===== src/rtl/ula_stack_sequencer.sv =====
// rtl/ula_stack_sequencer.sv - operand-stack sequencer driving the combinational ULA
module ula_stack_sequencer #(
    parameter int DEPTH = 8,
    parameter int SP_W  = 4
) (
    input  logic            clock,
    input  logic            reset,
    input  logic            instr_valid,
    output logic            instr_ready,
    input  logic [4:0]      instr_opcode,
    input  logic [15:0]     instr_imm,
    output logic [15:0]     alu_operando1,
    output logic [15:0]     alu_operando2,
    output logic [4:0]      alu_opcode,
    input  logic [31:0]     alu_resultado,
    input  logic            alu_data_uc,
    output logic            done,
    output logic            branch_taken,
    output logic [15:0]     tos,
    output logic [SP_W-1:0] depth_count,
    output logic [31:0]     last_result,
    output logic            err_underflow,
    output logic            err_overflow,
    output logic            err_div0
);

    localparam logic [4:0] OP_PUSH = 5'b00010;
    localparam logic [4:0] OP_DIV  = 5'b00111;
    localparam logic [4:0] OP_NOT  = 5'b01101;

    typedef enum logic [2:0] {
        S_IDLE,
        S_READ,
        S_EXEC,
        S_WB,
        S_ERR
    } state_t;

    function automatic logic is_binary(input logic [4:0] op);
        return (op >= 5'b00100) && (op <= 5'b01100);
    endfunction

    function automatic logic is_if(input logic [4:0] op);
        return (op >= 5'b01111) && (op <= 5'b10011);
    endfunction

    // Instructions that actually consume a ULA result (Push and NOP do not).
    function automatic logic is_alu(input logic [4:0] op);
        return is_binary(op) || (op == OP_NOT) || is_if(op);
    endfunction

    function automatic logic [1:0] pops_of(input logic [4:0] op);
        if (is_binary(op))                   return 2'd2;
        else if ((op == OP_NOT) || is_if(op)) return 2'd1;
        else                                  return 2'd0;
    endfunction

    function automatic logic pushes_of(input logic [4:0] op);
        return (op == OP_PUSH) || is_binary(op) || (op == OP_NOT);
    endfunction

    state_t          state_q, state_d;
    logic [4:0]      op_q;
    logic [15:0]     imm_q;
    logic [SP_W-1:0] depth_q;
    logic [15:0]     stack_q [DEPTH];
    logic [15:0]     opnd1_q, opnd2_q;
    logic [4:0]      aluop_q;
    logic [31:0]     result_q;
    logic            flag_q;
    logic            err_underflow_q, err_overflow_q, err_div0_q;

    logic [15:0]     tos_val, nos_val;
    logic            acc_under, acc_over;

    // Top and next-on-stack read ports, selected by the current entry count.
    always_comb begin
        tos_val = '0;
        nos_val = '0;
        for (int i = 0; i < DEPTH; i++) begin
            if (int'(depth_q) == i + 1) tos_val = stack_q[i];
            if (int'(depth_q) == i + 2) nos_val = stack_q[i];
        end
    end

    // Stack bounds check for the instruction being offered at the input.
    always_comb begin
        acc_under = int'(depth_q) < int'(pops_of(instr_opcode));
        acc_over  = (int'(depth_q) - int'(pops_of(instr_opcode))
                     + int'(pushes_of(instr_opcode))) > DEPTH;
    end

    // State register.
    always_ff @(posedge clock) begin
        if (reset) state_q <= S_IDLE;
        else       state_q <= state_d;
    end

    // Next-state decode; rejected instructions take the one-cycle ERR path.
    always_comb begin
        state_d = state_q;
        case (state_q)
            S_IDLE:  if (instr_valid) state_d = (acc_under || acc_over) ? S_ERR : S_READ;
            S_READ:  state_d = S_EXEC;
            S_EXEC:  state_d = S_WB;
            S_WB:    state_d = S_IDLE;
            S_ERR:   state_d = S_IDLE;
            default: state_d = S_IDLE;
        endcase
    end

    // Datapath: latch, operand fetch/pop, result capture, push-back.
    always_ff @(posedge clock) begin
        if (reset) begin
            op_q            <= '0;
            imm_q           <= '0;
            depth_q         <= '0;
            opnd1_q         <= '0;
            opnd2_q         <= '0;
            aluop_q         <= '0;
            result_q        <= '0;
            flag_q          <= 1'b0;
            err_underflow_q <= 1'b0;
            err_overflow_q  <= 1'b0;
            err_div0_q      <= 1'b0;
            for (int i = 0; i < DEPTH; i++) stack_q[i] <= '0;
        end else begin
            case (state_q)
                S_IDLE: begin
                    if (instr_valid) begin
                        op_q  <= instr_opcode;
                        imm_q <= instr_imm;
                        if (acc_under)     err_underflow_q <= 1'b1;
                        else if (acc_over) err_overflow_q  <= 1'b1;
                    end
                end
                S_READ: begin
                    if (op_q == OP_PUSH) begin
                        opnd1_q <= imm_q;
                        opnd2_q <= '0;
                        aluop_q <= op_q;
                    end else if (is_binary(op_q)) begin
                        opnd1_q <= nos_val;
                        opnd2_q <= tos_val;
                        aluop_q <= op_q;
                    end else if (is_alu(op_q)) begin
                        opnd1_q <= tos_val;
                        opnd2_q <= '0;
                        aluop_q <= op_q;
                    end
                    depth_q <= depth_q - SP_W'(pops_of(op_q));
                end
                S_EXEC: begin
                    if (is_alu(op_q)) begin
                        if ((op_q == OP_DIV) && (opnd2_q == 16'h0000)) begin
                            result_q   <= '0;
                            flag_q     <= 1'b0;
                            err_div0_q <= 1'b1;
                        end else begin
                            result_q <= alu_resultado;
                            flag_q   <= alu_data_uc;
                        end
                    end
                end
                S_WB: begin
                    if (pushes_of(op_q)) begin
                        for (int i = 0; i < DEPTH; i++) begin
                            if (int'(depth_q) == i)
                                stack_q[i] <= (op_q == OP_PUSH) ? imm_q : result_q[15:0];
                        end
                        depth_q <= depth_q + SP_W'(1);
                    end
                end
                default: ;
            endcase
        end
    end

    assign instr_ready   = (state_q == S_IDLE);
    assign done          = (state_q == S_WB) || (state_q == S_ERR);
    assign branch_taken  = (state_q == S_WB) && is_if(op_q) && flag_q;
    assign alu_operando1 = opnd1_q;
    assign alu_operando2 = opnd2_q;
    assign alu_opcode    = aluop_q;
    assign tos           = tos_val;
    assign depth_count   = depth_q;
    assign last_result   = result_q;
    assign err_underflow = err_underflow_q;
    assign err_overflow  = err_overflow_q;
    assign err_div0      = err_div0_q;

endmodule

===== config.mk =====
export PLATFORM = sky130hd
export DESIGN_NAME = ula_stack_sequencer
export DESIGN_NICKNAME = d
export VERILOG_FILES = /design/src/rtl/ula_stack_sequencer.sv
export SDC_FILE = /design/constraint.sdc
export NUM_CORES = 1
export LEC_CHECK = 0
export BUFFER_PORTS_ARGS = -buffer_cell sky130_fd_sc_hd__buf_2
export CAP_MARGIN = 10
export CORE_MARGIN = 2
export CORE_UTILIZATION = 39
export DETAILED_ROUTE_END_ITERATION = 7
export REMOVE_ABC_BUFFERS = 1
export SYNTH_ARGS = -nofsm -noshare
export SYNTH_HDL_FRONTEND = slang
export SYNTH_SLANG_ARGS = --single-unit
export TNS_END_PERCENT = 10

===== constraint.sdc =====
create_clock -name clock -period 4.1 [get_ports clock]
set_input_delay 1.23 -clock clock [delete_from_list [all_inputs] [get_ports clock]]
set_output_delay 1.23 -clock clock [all_outputs]
set_load 0.05 [all_outputs]

Word-level counts from Yosys, hierarchy flattened
Memory sizes are Yosys's and may differ from the RTL's.
Index checks and enable logic that the tools add are counted.
W data, S select, Z words.
Word-level totals
  RAM bits: 128
  word-level logic and storage cells: 174
  flip-flop bits (word level): 101
  output and inout port bits: 95
  input port bits: 57
  memories kept: 1
Cells by class
  reduce and logical (&&, ||, !) cells: 29
  mux-type cells: 89
  add/subtract/negate cells: 4
  bitwise logic cells: 9
  order comparisons: 10
  equal/unequal tests: 20
Memory list
  stack_q: words 8, width 16, rd ports 8, clocked after Yosys merged registers in 0, write ports 8, RTL line 66  | logic [15:0] stack_q [DEPTH];
Operator list (number)
  $mux W16: 31
  $mux W1: 45
  $mux W32: 1
  $eq A4 B4 Y1 const B: 6
  $logic_not A16 Y1: 1
  $mux W5: 3
  $eq A5 B2 Y1 const B: 2
  $eq A5 B4 Y1 const B: 2
  $ge A5 B3 Y1 const B: 2
  $ge A5 B4 Y1 const B: 2
  $le A5 B4 Y1 const B: 2
  $le A5 B5 Y1 const B: 2
  $logic_or A1 B1 Y1: 10
  $pmux W3 S3: 1
  $eq A4 B3 Y1 const B: 2
  $mux W2: 4
  $or A1 B1 Y1: 8
  $pmux W4 S2: 1
  $reduce_and A2 Y1: 4
  $logic_and A1 B1 Y1: 7
  $add A5 B2 Y6: 1
  $eq A3 B2 Y1 const B: 2
  $gt A6 B5 Y1 const B: 1
  $mux W3: 2
  other kinds (17): 19

Logic depth before layout (Yosys ltp)
Gate-level depths: netlist (run 1).
  word-level depth: 12
  mapped depth: 12
  depth with buffers taken out: 12

Worst setup path before layout (run 1)
No wires, ideal clock.
  path kind: register -> output
  start: reg depth_q[1], in the netlist depth_count[1]
  end: out tos[4]
  path slack: 0.309 ns
  arrival: 2.561 ns
  data required time: 2.870 ns
  cell stages (with the launch flop): 7
  path buffers: 3
  path through: dfxtp_1 > buf_2 > buf_2 > buf_2 > o221a_2 > a21oi_1 > a21oi_1
On the way
  word-level cells in the longest chain between the ends: 9
  elaborated cells between the ends (all ways): 16
  those cells by class: eq/ne: 8; mux: 8
RTL lines
  start, declared: RTL line 65  | logic [SP_W-1:0] depth_q;
  start signal, assigned: RTL line 151  | depth_q <= depth_q - SP_W'(pops_of(op_q));
  start signal, assigned: RTL line 171  | depth_q <= depth_q + SP_W'(1);
  $eq A4 B2 Y1: RTL line 81  | if (int'(depth_q) == i + 1) tos_val = stack_q[i];
  $mux W16 (7 in series): RTL line 81
  $mux W16 *: RTL line 81
  end, declared: RTL line 19  | output logic [15:0] tos,
Mark *: on every way between the ends. The rest lies on a longest branch, timed or not.

Worst setup path in the final report (run 1)
  start: reg depth_q[0], in the netlist depth_count[0]
  end: out tos[1]
Same word-level chain as after synthesis.

==> impl_metrics.json, run 1 <==
{
  "fin_crit_ns": 3.96,
  "hold_buffers": 0,
  "fin_setup_tns_ns": 0,
  "worst_setup_path_start_kind": "register",
  "worst-path-max-fanout": 31,
  "rsz0062_at_grt": "no",
  "critPathArrivalTime_ns": 2.73,
  "routedWlPerCell_um": 22.7,
  "grt_antenna_before_repair": 0,
  "placed_cells": 1657,
  "place_congestion": 0.844,
  "p_switching_mw": 3.18,
  "worstReg2RegEnd": "state_q[0]",
  "worstSkewPairLatency_ns": 0.54,
  "p_int_mw": 5.02,
  "hp-start": "alu_opcode[2]",
  "grt_max_degree": 53,
  "cellLeakagePower_nw": 5.31,
  "netlist.area_leader.share_pct": 33.3,
  "final_antenna_net_count": 0,
  "antenna_cells": 0,
  "drive_above_1_share_pct": 26.3,
  "firstDrtPassIters": 5,
  "fin_util_pct": 47.4,
  "synth_top_flop_cell": "edfxtp_1",
  "sw_frac_of_total_pct": 38.8,
  "finClkSkew_ns": 0.0125,
  "drc_errors": 0,
  "power_density_mw_per_mm2": 598,
  "cts_tree": "built",
  "irDropWorstVdd_v": 0.000347,
  "synth_seq_area_share_pct": 50.9,
  "ff2ff_path_depth": 11,
  "grt_pass1_vias": 9684,
  "port_buffers": 151,
  "syn_area_per_cell_sq_um": 9.99,
  "cts_buffer_depth": 3,
  "chipWidth_um": 176,
  "r2r_slack_ns": 0.88,
  "drv_cap": 0,
  "cts-root-buf": "clkbuf_16",
  "htree_levels": 1,
  "async_reset_ff_share_pct": 0,
  "netlist_instances": 1154,
  "synth_edf_count": 128,
  "drv_slew": 0,
  "slowest_stage": "dfxtp_4",
  "cts.clk_slew.worst_paths_ns": 0.06,
  "yosysWarningCount": 0,
  "holdPathEnd": "alu_opcode[2]",
  "tightest_slew_ns": 1.14,
  "cts.sinks": 229,
  "cp-end-kind": "output pin",
  "start_util_pct": 39.9,
  "cp_cell_sequence": "buf_4 -> o21ai_0 -> a22oi_1 -> a31oi_1 -> nor2_1 -> buf_2",
  "post-synth-top-area-cell": "edfxtp_1",
  "fmax_ghz": 0.252,
  "die_area_sq_mm": 0.0310,
  "routed_via_density": 5.87,
  "grt_pass1_wl_mm": 58.0,
  "num_vias": 10000,
  "grt_overflow": 0,
  "hp-class": "register to register",
  "synth-seq-cells": 229,
  "nNetsFinal": 1367,
  "worst-path-buf-inv": 2,
  "finalCritPeriodShare_pct": 96.7,
  "hpwl_mm": 26.0,
  "grt_usage_pct": 24.4,
  "status": "finished clean",
  "cts_setup_buffers": 0,
  "drt-total-wl_mm": 38.7,
  "cts_inserted_buffers": 26,
  "power_frac_seq_pct": 34.8,
  "crit_type": "register to output pin",
  "setup_viol": 0,
  "final_common_cell": "nor2_1",
  "cp_top_family": "buffers and inverters",
  "p_clk_share_pct": 29.5,
  "synthTopCellsByArea": "edfxtp_1 (33%), dfxtp_1 (18%), nor2_1 (4.9%)",
  "crit_required_ns": 2.87,
  "fp.dieH_um": 176,
  "r2r_start": "depth_count[0]",
  "hold-path-cell-count": 2,
  "final_hold_viol_count": 0,
  "area_delta_synth_final_pct": 19.1,
  "io_pins": 152,
  "synth_cell_types": 81,
  "core_sq_mm": 0.0289,
  "timing.slew.headroom_pct": 23.9,
  "cp_slowest_stage_delay_ns": 0.64,
  "fin_cells": 1705,
  "fp-row-count": 62,
  "drt_iter0_markers": 1073,
  "combPwrFrac_pct": 35.7,
  "mostFrequentLayoutCells": "nor2_1 (152), buf_2 (149), edfxtp_1 (128)",
  "netlist_area_sq_mm": 0.0115
}
## repair_timing
action	CTS	global route
resized for setup	0	2
endpoints found under the setup margin	0	8
endpoints found under the hold margin	0	0
## worst reg2reg max path, stage by stage, from the launching register on
cell      delay (ns)
dfxtp_4         0.64
clkinv_1        0.17
buf_4           0.20
ha_1            0.21
inv_1           0.07
fa_1            0.46
ha_1            0.33
o21ai_0         0.13
a21boi_0        0.16
o31ai_1         0.37
nor4_1          0.09
o31a_1          0.30
## routing by layer
metal  GRT usage, %  share of wire (%)  up-vias
met5              0                  0        -
met4           7.89                2.7        0
met3           3.77                6.9       76
met2           39.3                 47      408
met1           33.8                 43     4939
li1               -                  -     4585
## synth_stat cells, drive strengths merged, types with 15 or more instances
cell type	instances
inv	25
nand2	114
a21o	26
nor2	153
dfxtp	101
buf	55
edfxtp	128
a32o	15
a22oi	47
mux2i	29
clkbuf	42
a21oi	82
o21ai	56
mux2	46
o22ai	17
## worst max path at each step
| stage | start | to | slack (ns) | cells past startpoint |
|---|---|---|---|---|
| 2_1_floorplan | depth_count[0] | tos[14] | -1.96 | 4 |
| 3_3_place_gp | instr_opcode[2] | state_q[0] | 0.31 | 12 |
| 3_5_place_dp | instr_opcode[2] | state_q[0] | 0.24 | 13 |
| 4_1_cts | depth_count[2] | tos[5] | 0.05 | 6 |
| 5_1_grt | depth_count[0] | tos[1] | 0.07 | 6 |
| 6_report | depth_count[0] | tos[1] | 0.14 | 6 |
## power by group through the flow
stage,sequential [mW],clock [mW],combinational [mW]
CTS,2.85,2.46,2.92
global placement,2.89,0,2.89
floorplan,3.22,0,1.51
detailed placement,2.89,0,2.91
finish,2.86,2.42,2.93
global route,2.89,2.54,3.12
## registers in the layout, summed over array words and instances (netlist names)
name / cells
stack_q: 128
alu_operando2: 16
alu_opcode: 5
alu_operando1: 16
imm_q: 16
flag_q: 1
err_overflow: 1
state_q: 3
err_underflow: 1
op_q: 5
last_result: 32
depth_count: 4
err_div0: 1
## final cells by class
| class | count | area [sq um] |
|---|---|---|
| Fill cell | 2749 | 15200 |
| Sequential cell | 229 | 5880 |
| Multi-Input combinational cell | 801 | 5120 |
| Timing Repair Buffer | 216 | 1260 |
| Clock buffer | 39 | 771 |
| Tap cell | 384 | 480 |
| Clock inverter | 9 | 123 |
| Inverter | 27 | 101 |
## per-stage QoR
step / hold slack (ns) / power (mW) / setup WS (ns) / area, sq um
after floorplan: 0.431 / 4.73 / -1.96 / 11000
after global placement: 0.442 / 5.78 / 0.309 / 12800
after detailed placement: 0.448 / 5.80 / 0.235 / 12800
after CTS: 0.458 / 8.23 / 0.0482 / 13700
after global routing: 0.483 / 8.55 / 0.0737 / 13700
final: 0.454 / 8.21 / 0.137 / 13700
## cells by family after synthesis
| logic type | after synthesis | share of synthesized area, % |
|---|---|---|
| compound gates | 349 | 21.1 |
| simple gates | 366 | 14.7 |
| xor+xnor | 2 | 0.152 |
| flops | 229 | 50.9 |
| buf+inv | 124 | 5.13 |
| mux | 75 | 7.01 |
| fa+ha+maj | 9 | 1.11 |
No activity file was read; power rests on OpenSTA's default activity.
==> run 2, diff against run 1 <==
- PLACE_DENSITY_LB_ADDON: unset -> 0.05
==> run 2 against run 1 <==
Compared with the run above:
- routed wire length is 5.2% higher
- critical path depth stayed put
- sequential share of layout area is 0.098 points higher
- design area is 0.23% lower
- maximum frequency is 0.44% higher
- clock skew is 0.00093 ns higher
- die area stayed put
==> impl_metrics.json, run 2 (synthesized netlist as in run 1, its figures left out) <==
{
  "worstReg2RegEnd": "state_q[0]",
  "place_congestion": 0.855,
  "port_buffers": 151,
  "core_sq_mm": 0.0289,
  "p_clk_share_pct": 29.0,
  "holdPathEnd": "alu_opcode[3]",
  "hp-class": "register to register",
  "drt-met1-wl_mm": 17.9,
  "ff2ff_path_depth": 9,
  "worst-path-max-fanout": 22,
  "crit_type": "register to output pin",
  "drt_iter0_markers": 759,
  "cts_inserted_buffers": 27,
  "p_switching_mw": 3.18,
  "drt-total-wl_mm": 40.7,
  "cp-end-kind": "output pin",
  "fmax_ghz": 0.253,
  "whs_ns": 0.454,
  "wl_met2_mm": 19.3,
  "drc_errors": 0,
  "cp_top_family": "flip-flops",
  "mostFrequentLayoutCells": "nor2_1 (152), buf_2 (150), edfxtp_1 (128)",
  "power_density_mw_per_mm2": 590,
  "regMostFlops": "stack_q",
  "hold_buffers": 0,
  "pre_cts_ws_ns": 0.183,
  "hold-path-cell-count": 2,
  "routed_via_density": 5.76,
  "multi_input_area_sq_mm": 0.00512,
  "fin_util_pct": 47.3,
  "grt_overflow": 0,
  "p_total_mw": 8.09,
  "ff_latch_area_sq_mm": 0.00588,
  "slowest_stage": "dfxtp_4",
  "grt_pass1_wl_mm": 60.0,
  "tightest_slew_ns": 1.21,
  "worstSkewPairLatency_ns": 0.54,
  "timing.slew.headroom_pct": 19.4,
  "cts.clk_slew.worst_paths_ns": 0.06,
  "cellLeakagePower_nw": 5.28,
  "postPlaceCellArea_sq_mm": 0.0128,
  "grt_pass1_vias": 9465,
  "die_area_sq_mm": 0.0310,
  "p_int_mw": 4.90,
  "antenna_cells": 0,
  "num_vias": 9817,
  "combPwrFrac_pct": 35.6,
  "finalCritPeriodShare_pct": 96.2,
  "cp_slowest_stage_delay_ns": 0.57,
  "dr_wl_met3_mm": 2.04,
  "irDropWorstVdd_v": 0.000300,
  "setup_slack_ns": 0.154,
  "final_hold_viol_count": 0,
  "sw_frac_of_total_pct": 39.4,
  "drv_slew": 0,
  "fp.dieH_um": 176,
  "r2r_start": "depth_count[0]",
  "nNetsFinal": 1364,
  "final_common_cell": "nor2_1",
  "drive_above_1_share_pct": 26.0,
  "final_antenna_net_count": 0,
  "critPathArrivalTime_ns": 2.72,
  "cts_setup_buffers": 0,
  "chipWidth_um": 176,
  "worst-path-buf-inv": 2,
  "finClkSkew_ns": 0.0134,
  "fin_crit_ns": 3.95,
  "cts_buffer_depth": 3,
  "grt_usage_pct": 25.7,
  "drv_cap": 0,
  "power_frac_seq_pct": 35.4,
  "cts-root-buf": "clkbuf_16",
  "largest_reg_flops": 128,
  "r2r_slack_ns": 0.95,
  "cts.sinks": 229,
  "grt_max_degree": 62,
  "top_layer": "met4",
  "crit_required_ns": 2.87,
  "htree_levels": 1,
  "fp-row-count": 62,
  "rsz0062_at_grt": "no",
  "area_delta_synth_final_pct": 18.8,
  "cts_tree": "built",
  "status": "finished clean",
  "cp_cell_sequence": "buf_4 -> mux2_2 -> a32oi_1 -> a211oi_1 -> or2_2 -> buf_2",
  "hp-start": "alu_opcode[3]",
  "grt_antenna_before_repair": 0,
  "postLayoutCellArea_sq_mm": 0.0137,
  "cts_resized": 0,
  "fill_cells": 2800,
  "start_util_pct": 39.9,
  "firstDrtPassIters": 5,
  "worst_setup_path_start_kind": "register",
  "routedWlPerCell_um": 23.9,
  "io_pins": 152,
  "setup_viol": 0,
  "hpwl_mm": 27.7
}
[run 2: metal layers]
metal	up-vias	global-route usage, %
li1	4592	-
met1	4803	34.5
met2	348	43.0
met3	74	2.65
met4	0	10.1
met5	-	0
[run 2: layout make-up]
type,count,share of cell area [%]
sequential,229,42.9
multi-input combinational,801,37.4
timing repair buffer,212,9.15
clock buffer,39,5.71
tap,384,3.51
inverter,27,0.740
clock inverter,11,0.594
[run 2: worst max-delay path by stage]
| stage | start | endpoint | slack [ns] | cells after the start |
|---|---|---|---|---|
| 2_1_floorplan | depth_count[0] | tos[14] | -1.96 | 4 |
| 3_3_place_gp | instr_opcode[2] | state_q[0] | 0.24 | 12 |
| 3_5_place_dp | instr_opcode[2] | state_q[0] | 0.18 | 12 |
| 4_1_cts | depth_count[2] | tos[15] | 0.04 | 6 |
| 5_1_grt | depth_count[0] | tos[12] | 0.04 | 6 |
| 6_report | depth_count[0] | tos[12] | 0.15 | 6 |
[run 2: metrics by stage]
| stage | cells | setup TNS, ns |
|---|---|---|
| floorplan | 1057 | -185.51 |
| global placement | 1653 | 0 |
| detailed placement | 1653 | 0 |
| CTS | 1703 | 0 |
| global route | 1703 | 0 |
| finish | 1703 | 0 |
[run 2: worst min-delay path: stages (launching register included)]
cell and delay, ns:
dfxtp_1 0.31, nand2_1 0.05, a21oi_1 0.05
[run 2: power by group through the flow]
stage | clock network, mW | registers (mW) | logic [mW]
after floorplan | 0 | 3.22 | 1.51
after global placement | 0 | 2.90 | 2.86
after detailed placement | 0 | 2.90 | 2.87
after CTS | 2.39 | 2.85 | 2.88
after global routing | 2.48 | 2.89 | 3.09
final | 2.35 | 2.86 | 2.88
==> run 3, diff against run 2 <==
- ABC_AREA: unset -> 1
==> run 3 against run 2 <==
Compared with the run above:
- design area is 5.5% lower
- highest routed layer unchanged
- register-to-register slack better by 0.31 ns
- sequential share of layout area is 2.4 points higher
- largest power group is now registers
- critical endpoint is now tos[15]
- maximum frequency is 0.43% lower
- final cell count is 13% higher
- setup slack worse by 0.017 ns
==> impl_metrics.json, run 3 <==
{
  "die_area_sq_mm": 0.0293,
  "worstSkewPairLatency_ns": 0.55,
  "combPwrFrac_pct": 27.6,
  "critPathArrivalTime_ns": 2.73,
  "mostFrequentLayoutCells": "nand2_1 (340), nor2_1 (251), buf_2 (151)",
  "synthTopCellsByArea": "edfxtp_1 (35%), dfxtp_1 (19%), nand2_1 (12%)",
  "largest_reg_flops": 128,
  "place_congestion": 0.811,
  "crit_type": "register to output pin",
  "fp-row-count": 61,
  "num_vias": 9613,
  "core_sq_mm": 0.0276,
  "cts.clk_slew.worst_paths_ns": 0.06,
  "cts_tree": "built",
  "cts-root-buf": "clkbuf_16",
  "fill_cells": 2863,
  "antenna_cells": 0,
  "netlist_area_sq_mm": 0.0109,
  "p_clk_share_pct": 33.8,
  "htree_levels": 1,
  "chipWidth_um": 171,
  "cts.sinks": 229,
  "rsz0062_at_grt": "no",
  "tightest_slew_ns": 0.899,
  "regMostFlops": "stack_q",
  "whs_ns": 0.451,
  "port_buffers": 151,
  "sw_frac_of_total_pct": 36.4,
  "yosysMostFrequentCell": "nand2_1",
  "area_delta_synth_final_pct": 18.8,
  "finalCritPeriodShare_pct": 96.7,
  "drt_iter0_markers": 551,
  "power_density_mw_per_mm2": 543,
  "post-synth-top-area-cell": "edfxtp_1",
  "grt_max_degree": 38,
  "synth_seq_area_share_pct": 53.8,
  "worst-path-max-fanout": 32,
  "drv_cap": 0,
  "p_switching_mw": 2.56,
  "final_antenna_net_count": 0,
  "postLayoutCellArea_sq_mm": 0.0129,
  "fp.dieH_um": 171,
  "netlist_instances": 1375,
  "finClkSkew_ns": 0.00901,
  "io_pins": 152,
  "cts_setup_buffers": 0,
  "crit_required_ns": 2.87,
  "power_frac_seq_pct": 38.6,
  "cts_resized": 0,
  "hp-class": "register to register",
  "cts_inserted_buffers": 28,
  "drt-total-wl_mm": 33.0,
  "setup_viol": 0,
  "drc_errors": 0,
  "synth_edf_count": 128,
  "drv_slew": 0,
  "synth_top_flop_cell": "edfxtp_1",
  "cp-end-kind": "output pin",
  "nNetsFinal": 1587,
  "timing.slew.headroom_pct": 40.0,
  "grt_pass1_vias": 9228,
  "yosys-top-cells-count": "nand2_1 (340), nor2_1 (254), edfxtp_1 (128)",
  "grt_usage_pct": 22.2,
  "final_common_cell": "nand2_1",
  "postPlaceCellArea_sq_mm": 0.0121,
  "routedWlPerCell_um": 17.2,
  "routed_via_density": 5.00,
  "syn_area_per_cell_sq_um": 7.93,
  "cellLeakagePower_nw": 5.57,
  "grt_overflow": 0,
  "final_hold_viol_count": 0,
  "irDropWorstVdd_v": 0.000411,
  "grt_pass1_wl_mm": 50.4,
  "synth_cell_types": 35,
  "cts_buffer_depth": 3,
  "synth-seq-cells": 229,
  "hold_buffers": 0,
  "start_util_pct": 39.4,
  "worst_setup_path_start_kind": "register",
  "fmax_ghz": 0.252,
  "fin_setup_tns_ns": 0,
  "firstDrtPassIters": 5,
  "drive_above_1_share_pct": 16.4,
  "async_reset_ff_share_pct": 0,
  "hpwl_mm": 23.7,
  "grt_antenna_before_repair": 0,
  "p_int_mw": 4.47,
  "yosysWarningCount": 0,
  "fin_crit_ns": 3.96,
  "netlist.area_leader.share_pct": 35.3,
  "status": "finished clean"
}
run 3: cell count changes in the layout (fill, tap and decap cells not counted), moves of 32 or more:
| cell | before | now |
|---|---|---|
| nor3_1 | 11 | 43 |
| nand2_1 | 113 | 340 |
| nand3_1 | 8 | 72 |
| nor2_1 | 152 | 251 |
| mux2_2 | 46 | 0 |
| a22oi_1 | 47 | 0 |
| inv_1 | 25 | 118 |
run 3: final cells by class:
type / instances / area [sq um] / area share, %
inverter: 127 / 477 / 3.68
sequential: 229 / 5870 / 45.3
timing repair buffer: 180 / 986 / 7.62
clock inverter: 15 / 135 / 1.04
clock buffer: 37 / 744 / 5.75
multi-input combinational: 955 / 4270 / 32.9
tap: 378 / 473 / 3.65
run 3: final timing paths:
path                       start        endpoint  slack, ns  depth (start not counted)
setup / recovery  depth_count[0]         tos[15]       0.14                          9
setup reg to reg         op_q[2]  stack_q[0][49]       1.26                          7
hold reg to reg        imm_q[11]       imm_q[11]       0.45                          2
hold / removal         imm_q[11]       imm_q[11]       0.45                          2
run 3: cells by family after synthesis:
group	count (synthesis)	synth area share (%)
simple gates	754	28.7
flops	229	53.8
buf+inv	191	7.17
compound gates	190	8.98
fa+ha+maj	9	1.17
xor+xnor	2	0.161
run 3: metrics by stage:
stage / worst slack (ns) / utilization [%] / power, mW / cells
2_1_floorplan: 0.0553 / - / 4.07 / 1311
3_3_place_gp: 0.396 / 43.7 / 4.69 / 1869
3_5_place_dp: 0.363 / 43.7 / 4.70 / 1869
4_1_cts: 0.136 / 46.9 / 7.09 / 1921
5_1_grt: 0.0217 / 46.9 / 7.37 / 1921
6_report: 0.137 / 46.9 / 7.03 / 1921
run 3: critical path: stages (launching register included):
cell and delay, ns:
dfxtp_1 0.45, inv_1 0.15, nand2_1 0.16, nor2_2 0.05, buf_4 0.24, nand2_1 0.11, nand3_1 0.09, nor3_1 0.31
nand4_1 0.30, buf_2 0.31
run 3: power groups by stage:
stage | registers (mW) | clock network, mW | logic, mW
6_report | 2.71 | 2.38 | 1.94
2_1_floorplan | 3.01 | 0 | 1.06
3_3_place_gp | 2.75 | 0 | 1.94
4_1_cts | 2.71 | 2.42 | 1.95
5_1_grt | 2.73 | 2.50 | 2.14
3_5_place_dp | 2.76 | 0 | 1.95
run 3: routing by layer:
| metal | GRT usage [%] | vias to the layer above | part of all wire, % |
|---|---|---|---|
| met3 | 2.99 | 70 | 4.5 |
| met1 | 28.3 | 4527 | 43 |
| met2 | 38.9 | 240 | 50 |
| li1 | - | 4776 | - |
| met4 | 7.48 | 0 | 3.3 |
| met5 | 0 | - | 0 |
